==> config.mk <==
export PLATFORM = sky130hd
export DESIGN_NAME = multi_edge_counter
export DESIGN_NICKNAME = d
export VERILOG_FILES = /design/src/rtl/edge_counter_pkg.sv /design/src/rtl/edge_counter_channel.sv /design/src/rtl/multi_edge_counter.sv
export SDC_FILE = /design/constraint.sdc
export NUM_CORES = 1
export LEC_CHECK = 0
export CORE_AREA = 3 3 78 80
export CTS_BUF_LIST = sky130_fd_sc_hd__clkbuf_4 sky130_fd_sc_hd__clkbuf_8 sky130_fd_sc_hd__clkbuf_16
export DETAILED_ROUTE_END_ITERATION = 6
export DIE_AREA = 0 0 81 83
export PLACE_DENSITY = 0.82
export REMOVE_ABC_BUFFERS = 1
export SLEW_MARGIN = 25
export SYNTH_ARGS = -nofsm -noshare
export SYNTH_HDL_FRONTEND = slang
export SYNTH_HIERARCHICAL = 1
export SYNTH_SLANG_ARGS = --single-unit
==> constraint.sdc <==
create_clock -name in_clock -period 3.2 [get_ports in_clock]
set_input_delay 0.64 -clock in_clock [delete_from_list [all_inputs] [get_ports in_clock]]
set_output_delay 0.64 -clock in_clock [all_outputs]
set_load 0.05 [all_outputs]
==> src/rtl/edge_counter_pkg.sv <==
// Shared definitions for the multi-channel edge counter: per-channel edge mode encodings.
package edge_counter_pkg;

    localparam logic [1:0] MODE_OFF  = 2'b00;
    localparam logic [1:0] MODE_RISE = 2'b01;
    localparam logic [1:0] MODE_FALL = 2'b10;
    localparam logic [1:0] MODE_BOTH = 2'b11;

endpackage

==> src/rtl/edge_counter_channel.sv <==
// One edge-counter channel: input synchroniser, mode-selected edge detector,
// saturating or wrapping counter and sticky overflow flag.
module edge_counter_channel
    import edge_counter_pkg::*;
#(
    parameter int WIDTH       = 8,
    parameter int SYNC_STAGES = 2,
    parameter bit SATURATE    = 1'b1
) (
    input  logic             clk,
    input  logic             rst_n,
    input  logic             sig,
    input  logic [1:0]       mode,
    input  logic             clear,
    input  logic             arm,
    output logic             pulse,
    output logic [WIDTH-1:0] count,
    output logic             overflow
);

    localparam logic [WIDTH-1:0] CNT_MAX = {WIDTH{1'b1}};
    localparam logic [WIDTH-1:0] CNT_ONE = {{(WIDTH-1){1'b0}}, 1'b1};

    logic [SYNC_STAGES-1:0] sync_r;
    logic                   prev_r;
    logic                   s_s;
    logic                   rise_s;
    logic                   fall_s;
    logic                   edge_s;
    logic [WIDTH-1:0]       count_r;
    logic [WIDTH-1:0]       count_nxt_s;
    logic                   ovf_r;
    logic                   ovf_nxt_s;
    logic                   pulse_r;

    assign s_s    = sync_r[SYNC_STAGES-1];
    assign rise_s = s_s & ~prev_r;
    assign fall_s = ~s_s & prev_r;

    // Qualify raw transitions by the live mode; nothing counts before the top arms us
    always_comb begin
        edge_s = 1'b0;
        if (arm) begin
            case (mode)
                MODE_OFF:  edge_s = 1'b0;
                MODE_RISE: edge_s = rise_s;
                MODE_FALL: edge_s = fall_s;
                MODE_BOTH: edge_s = rise_s | fall_s;
                default:   edge_s = 1'b0;
            endcase
        end else begin
            edge_s = 1'b0;
        end
    end

    // Next count/overflow; clear beats a coincident edge
    always_comb begin
        count_nxt_s = count_r;
        ovf_nxt_s   = ovf_r;
        if (clear) begin
            count_nxt_s = {WIDTH{1'b0}};
            ovf_nxt_s   = 1'b0;
        end else if (edge_s) begin
            if (count_r == CNT_MAX) begin
                ovf_nxt_s = 1'b1;
                if (SATURATE) begin
                    count_nxt_s = CNT_MAX;
                end else begin
                    count_nxt_s = {WIDTH{1'b0}};
                end
            end else begin
                count_nxt_s = count_r + CNT_ONE;
            end
        end else begin
            count_nxt_s = count_r;
            ovf_nxt_s   = ovf_r;
        end
    end

    // Synchroniser, edge history, strobe and counter state
    always_ff @(posedge clk or negedge rst_n) begin
        if (!rst_n) begin
            sync_r  <= {SYNC_STAGES{1'b0}};
            prev_r  <= 1'b0;
            pulse_r <= 1'b0;
            count_r <= {WIDTH{1'b0}};
            ovf_r   <= 1'b0;
        end else begin
            sync_r  <= {sync_r[SYNC_STAGES-2:0], sig};
            prev_r  <= s_s;
            pulse_r <= edge_s;
            count_r <= count_nxt_s;
            ovf_r   <= ovf_nxt_s;
        end
    end

    assign pulse    = pulse_r;
    assign count    = count_r;
    assign overflow = ovf_r;

endmodule

==> src/rtl/multi_edge_counter.sv <==
// Multi-channel edge counter top: post-reset arming, NUM_CH independent channels
// and a registered read port for the selected channel's count.
module multi_edge_counter
    import edge_counter_pkg::*;
#(
    parameter int NUM_CH      = 4,
    parameter int WIDTH       = 8,
    parameter int SYNC_STAGES = 2,
    parameter bit SATURATE    = 1'b1,
    localparam int SEL_W      = (NUM_CH > 1) ? $clog2(NUM_CH) : 1
) (
    input  logic                in_clock,
    input  logic                in_reset,
    input  logic [NUM_CH-1:0]   in_signal,
    input  logic [2*NUM_CH-1:0] in_mode,
    input  logic [NUM_CH-1:0]   in_clear,
    input  logic [SEL_W-1:0]    in_sel,
    output logic [NUM_CH-1:0]   out_pulse,
    output logic [WIDTH-1:0]    out_count,
    output logic [NUM_CH-1:0]   out_overflow
);

    localparam int ARM_N = SYNC_STAGES + 1;
    localparam int ARM_W = $clog2(ARM_N + 1);
    localparam logic [ARM_W-1:0] ARM_DONE = ARM_W'(ARM_N);
    localparam logic [ARM_W-1:0] ARM_ONE  = {{(ARM_W-1){1'b0}}, 1'b1};
    localparam int SEL_N = 1 << SEL_W;

    logic [ARM_W-1:0] arm_cnt_r;
    logic             armed_s;
    logic [WIDTH-1:0] count_s    [NUM_CH];
    logic [WIDTH-1:0] read_tab_s [SEL_N];
    logic [WIDTH-1:0] out_count_r;

    assign armed_s = (arm_cnt_r == ARM_DONE);

    // Hold off edge detection until the sync chains have flushed their reset values
    always_ff @(posedge in_clock or negedge in_reset) begin
        if (!in_reset) begin
            arm_cnt_r <= {ARM_W{1'b0}};
        end else if (!armed_s) begin
            arm_cnt_r <= arm_cnt_r + ARM_ONE;
        end else begin
            arm_cnt_r <= arm_cnt_r;
        end
    end

    for (genvar g = 0; g < NUM_CH; g++) begin : g_ch
        edge_counter_channel #(
            .WIDTH       (WIDTH),
            .SYNC_STAGES (SYNC_STAGES),
            .SATURATE    (SATURATE)
        ) u_ch (
            .clk      (in_clock),
            .rst_n    (in_reset),
            .sig      (in_signal[g]),
            .mode     (in_mode[2*g+1:2*g]),
            .clear    (in_clear[g]),
            .arm      (armed_s),
            .pulse    (out_pulse[g]),
            .count    (count_s[g]),
            .overflow (out_overflow[g])
        );
    end

    // Selects beyond the last channel read as zero
    for (genvar r = 0; r < SEL_N; r++) begin : g_rd
        if (r < NUM_CH) begin : g_live
            assign read_tab_s[r] = count_s[r];
        end else begin : g_pad
            assign read_tab_s[r] = {WIDTH{1'b0}};
        end
    end

    // Registered read port
    always_ff @(posedge in_clock or negedge in_reset) begin
        if (!in_reset) begin
            out_count_r <= {WIDTH{1'b0}};
        end else begin
            out_count_r <= read_tab_s[in_sel];
        end
    end

    assign out_count = out_count_r;

endmodule
==> impl_results.html <==
<table>
<tr><th>Metric</th><th>Value</th></tr>
<tr><th colspan="2">GRT</th></tr>
<tr><td>Met3 track demand over resource in global routing</td><td>0.0369</td></tr>
<tr><td>Remaining Overflow, GRT</td><td>0</td></tr>
<tr><td>Antenna violations before repair</td><td>0</td></tr>
<tr><td>First-pass GRT wire length</td><td>approximately 10,000 um</td></tr>
<tr><td>Via count of the first global-routing pass</td><td>around 2.2k</td></tr>
<tr><td>Gr usage total</td><td>0.199</td></tr>
<tr><td>Pin count of the biggest net entering global routing</td><td>63</td></tr>
<tr><td>M1 GR Usage</td><td>0.265</td></tr>
<tr><td>Global routing met2 resource utilization</td><td>0.308</td></tr>
<tr><td>Global routing's busiest layer</td><td>met2</td></tr>
<tr><th colspan="2">Finish</th></tr>
<tr><td>Number of standard cells in the layout, taps in and fillers out</td><td>approximately 380</td></tr>
<tr><td>Most common cell after layout, fill and taps aside</td><td>sky130_fd_sc_hd__dfrtp_1</td></tr>
<tr><td>Total inserted antenna cells</td><td>0</td></tr>
<tr><td>Ratio of cells with drive above 1 in the final layout</td><td>0.203</td></tr>
<tr><td>Final layout net count</td><td>335</td></tr>
<tr><td>Most frequent cells in the layout</td><td>sky130_fd_sc_hd__dfrtp_1 (62), sky130_fd_sc_hd__clkdlybuf4s50_1 (34), sky130_fd_sc_hd__a21oi_1 (24)</td></tr>
<tr><td>Total area of sequential cells</td><td>roughly 1600 sq um</td></tr>
<tr><td>Area used by multi-input combinational logic</td><td>1520 sq um</td></tr>
<tr><td>Fill count</td><td>between 400 and 500</td></tr>
<tr><td>Area growth from synthesis to layout</td><td>17.3%</td></tr>
<tr><th colspan="2">Timing</th></tr>
<tr><td>Count of pins over their slew limit</td><td>0</td></tr>
<tr><td>Worst slew pin tran</td><td>around 0.7 ns</td></tr>
<tr><td>Fin worst setup slack</td><td>roughly 1.0 ns</td></tr>
<tr><td>Total setup violations reported at the end of the flow</td><td>0</td></tr>
<tr><td>Max frequency</td><td>459 MHz</td></tr>
<tr><td>Layout Skew</td><td>around 0.010 ns</td></tr>
<tr><td>Normalized max-slew margin</td><td>0.525</td></tr>
<tr><td>Clock period minus final worst setup slack</td><td>2.18 ns</td></tr>
<tr><td>Fraction of the cycle the final worst path needs</td><td>0.681</td></tr>
<tr><td>Final TNS setup</td><td>0 ns</td></tr>
<tr><td>Setup repair after global routing missed its margin</td><td>no</td></tr>
<tr><td>Fin. Hold Viols</td><td>0</td></tr>
<tr><th colspan="2">Clock network</th></tr>
<tr><td>Number of H-tree levels</td><td>3</td></tr>
<tr><td>Number of buffers added by the clock tree synthesis step</td><td>9</td></tr>
<tr><td>Number of gates resized after cts</td><td>0</td></tr>
<tr><td>Insertion delay of the later-clocked pin in the worst-skew pair</td><td>around 0.33 ns</td></tr>
<tr><td>Setup fix buffers added after clock tree synthesis</td><td>0</td></tr>
<tr><td>Number of sinks on the clock net</td><td>62</td></tr>
<tr><td>Worst-case clock buffer depth</td><td>2</td></tr>
<tr><td>Root buffer selected by CTS</td><td>sky130_fd_sc_hd__clkbuf_8</td></tr>
<tr><td>TritonCTS clock tree</td><td>done</td></tr>
<tr><td>Cts-stage hold buffer count</td><td>0</td></tr>
<tr><td>Clk slew on worst S/H paths</td><td>approximately 0.070 ns</td></tr>
<tr><th colspan="2">Detailed routing</th></tr>
<tr><td>Detailed-route vias per instance</td><td>5.76</td></tr>
<tr><td>Detailed router's first-iteration violation count</td><td>approximately 160</td></tr>
<tr><td>Drt first pass iters</td><td>4</td></tr>
<tr><td>Post-Route WL</td><td>between 5000 and 6000 um</td></tr>
<tr><td>Number of remaining DRC errors</td><td>0</td></tr>
<tr><td>Antenna violation net count after detailed routing</td><td>0</td></tr>
<tr><td>Detail-routed net length per standard cell</td><td>approximately 16 um</td></tr>
<tr><td>Routed via count</td><td>approximately 2.2k</td></tr>
<tr><th colspan="2">Power</th></tr>
<tr><td>Power density over the cells</td><td>448 nW/um^2</td></tr>
<tr><td>Static Leak</td><td>0.00165 uW</td></tr>
<tr><td>Worst voltage drop across the vdd grid</td><td>about 0.36 mV</td></tr>
<tr><th colspan="2">Floorplanning</th></tr>
<tr><td>Count of pins on the block boundary</td><td>36</td></tr>
<tr><td>Die area</td><td>6720 sq um</td></tr>
<tr><td>Effective utilization at floorplan</td><td>0.588</td></tr>
<tr><td>Total number of placement rows</td><td>27</td></tr>
<tr><td>Die Height</td><td>83 um</td></tr>
<tr><td>Horizontal die dimension</td><td>between 80 and 90 um</td></tr>
<tr><td>Area inside the core boundary</td><td>around 5500 sq um</td></tr>
<tr><th colspan="2">Logic synthesis</th></tr>
<tr><td>Number of synthesized register bits</td><td>just over 60</td></tr>
<tr><td>Synth unique cells</td><td>30</td></tr>
<tr><td>Post-synthesis instance total</td><td>264</td></tr>
<tr><td>Number of warnings reported in the yosys synthesis log</td><td>6</td></tr>
<tr><td>Mapped Avg Cell Area</td><td>~12 sq um</td></tr>
<tr><td>Post-Synthesis Cell Area</td><td>between 3000 and 4000 sq um</td></tr>
<tr><td>Proportion of synthesized chip area in sequential cells</td><td>0.482</td></tr>
<tr><th colspan="2">Placement</th></tr>
<tr><td>Number of input and output port buffers inserted</td><td>35</td></tr>
<tr><td>Final GP Congestion</td><td>roughly 0.82</td></tr>
<tr><td>Cell count after placement</td><td>roughly 360</td></tr>
<tr><td>Placement Setup Slack</td><td>about 0.68 ns</td></tr>
<tr><td>HPWL after DPL</td><td>between 4000 and 5000 um</td></tr>
<tr><th colspan="2">Worst setup path</th></tr>
<tr><td>Required @ worst endpoint</td><td>around 3.4 ns</td></tr>
<tr><td>Arrival time of the worst setup path</td><td>2.40 ns</td></tr>
<tr><td>Critical Path Sink Type</td><td>register</td></tr>
<tr><td>Category of the most critical setup path</td><td>input port to register</td></tr>
<tr><td>Critical Path Source Type</td><td>input port</td></tr>
<tr><td>Highest net fanout along the worst path</td><td>14</td></tr>
<tr><th colspan="2">Hold path</th></tr>
<tr><td>Hold WC Path Type</td><td>input port to async pin</td></tr>
<tr><th colspan="2">Outcome</th></tr>
<tr><td>Status</td><td>finished, final reports clean</td></tr>
<tr><th colspan="2">Job</th></tr>
<tr><td>Count of maximum capacitance violations</td><td>0</td></tr>
</table>
report_power, final:
| group | total [uW] | internal, uW | switching [uW] |
|---|---|---|---|
| Sequential | 832 | 811 | 20.8 |
| Combinational | 203 | 81.9 | 121 |
| Clock | 659 | 382 | 277 |
worst max-delay path, stage by stage:
cell and delay, ns:
sky130_fd_sc_hd__clkdlybuf4s50_1 0.45, sky130_fd_sc_hd__nand2b_4 0.16, sky130_fd_sc_hd__a311oi_4 0.67, sky130_fd_sc_hd__nand4_1 0.18, sky130_fd_sc_hd__mux2_2 0.30
final timing paths:
path | startpoint | end | slack, ns | cells past startpoint
max | in_mode[3] | g_ch[1].u_ch/count[7]$_DFFE_PN0P_ | 1.02 | 5
min | in_reset | g_ch[0].u_ch/pulse$_DFF_PN0_ | 0.30 | 2
max reg2reg | g_ch[1].u_ch/sync_r[1]$_DFF_PN0_ | g_ch[1].u_ch/count[7]$_DFFE_PN0P_ | 1.06 | 6
min reg2reg | g_ch[0].u_ch/sync_r[0]$_DFF_PN0_ | g_ch[0].u_ch/sync_r[1]$_DFF_PN0_ | 0.35 | 0
max in group asynchronous | in_reset | g_ch[2].u_ch/overflow$_DFFE_PN0P_ | 2.63 | 2
min in group in_clock | g_ch[0].u_ch/sync_r[0]$_DFF_PN0_ | g_ch[0].u_ch/sync_r[1]$_DFF_PN0_ | 0.35 | 0
layer usage:
| metal | share of wire | routed length, um | up-vias |
|---|---|---|---|
| li1 | - | - | 1039 |
| met1 | 0.46 | 2740 | 1068 |
| met5 | 0 | 0 | - |
| met3 | 0.034 | 206 | 16 |
| met2 | 0.48 | 2890 | 50 |
| met4 | 0.027 | 162 | 0 |
cell usage after synthesis (all sizes together):
cell	n	share of area
a31oi	8	0.034
inv	16	0.019
a311oi	8	0.051
nor3	12	0.019
and2b	8	0.020
nand3	4	0.0062
clkbuf	1	0.0016
ha	14	0.054
nand4	4	0.0078
buf	9	0.027
xnor2	1	0.0027
and3	8	0.017
mux2	5	0.017
nand2b	8	0.025
and4b	4	0.014
nor2	16	0.019
nor2b	8	0.016
a211oi	16	0.037
nand2	8	0.0093
a21oi	24	0.037
and4	4	0.012
and2	8	0.016
mux4	8	0.056
dfrtp	62	0.48
final cells by class:
type,instances,area share
clock buffer,11,0.0384
clock inverter,4,0.0126
inverter,16,0.0159
multi-input combinational,176,0.402
sequential,62,0.411
tap,72,0.0239
timing repair buffer,36,0.0968
state kept, by name, indices dropped and copies added, names as in the netlist:
| register | cells |
|---|---|
| arm_cnt_r | 2 |
| g_ch.u_ch/sync_r | 8 |
| g_ch.u_ch/pulse | 4 |
| g_ch.u_ch/count | 32 |
| g_ch.u_ch/overflow | 4 |
| g_ch.u_ch/prev_r | 4 |
| out_count | 8 |
cells by family (layout without fill, tap and decap cells):
family | count (synthesis) | in the layout | share of synthesized area
buf+inv | 26 | 67 | 0.0470
flops | 62 | 62 | 0.482
mux | 13 | 13 | 0.0735
compound gates | 56 | 56 | 0.160
simple gates | 92 | 92 | 0.180
xor+xnor | 1 | 1 | 0.00272
fa+ha+maj | 14 | 14 | 0.0544
metrics by stage:
stage / area [sq um] / util / hold slack [ns] / total power [uW]
global route: 3780 / 0.690 / 0.331 / 1770
CTS: 3780 / 0.690 / 0.313 / 1720
global placement: 3580 / 0.655 / 0.332 / 1040
finish: 3780 / 0.690 / 0.303 / 1690
detailed placement: 3580 / 0.655 / 0.335 / 1050
floorplan: 3130 / - / 0.331 / 952
Power figures use the tool's default switching activity.
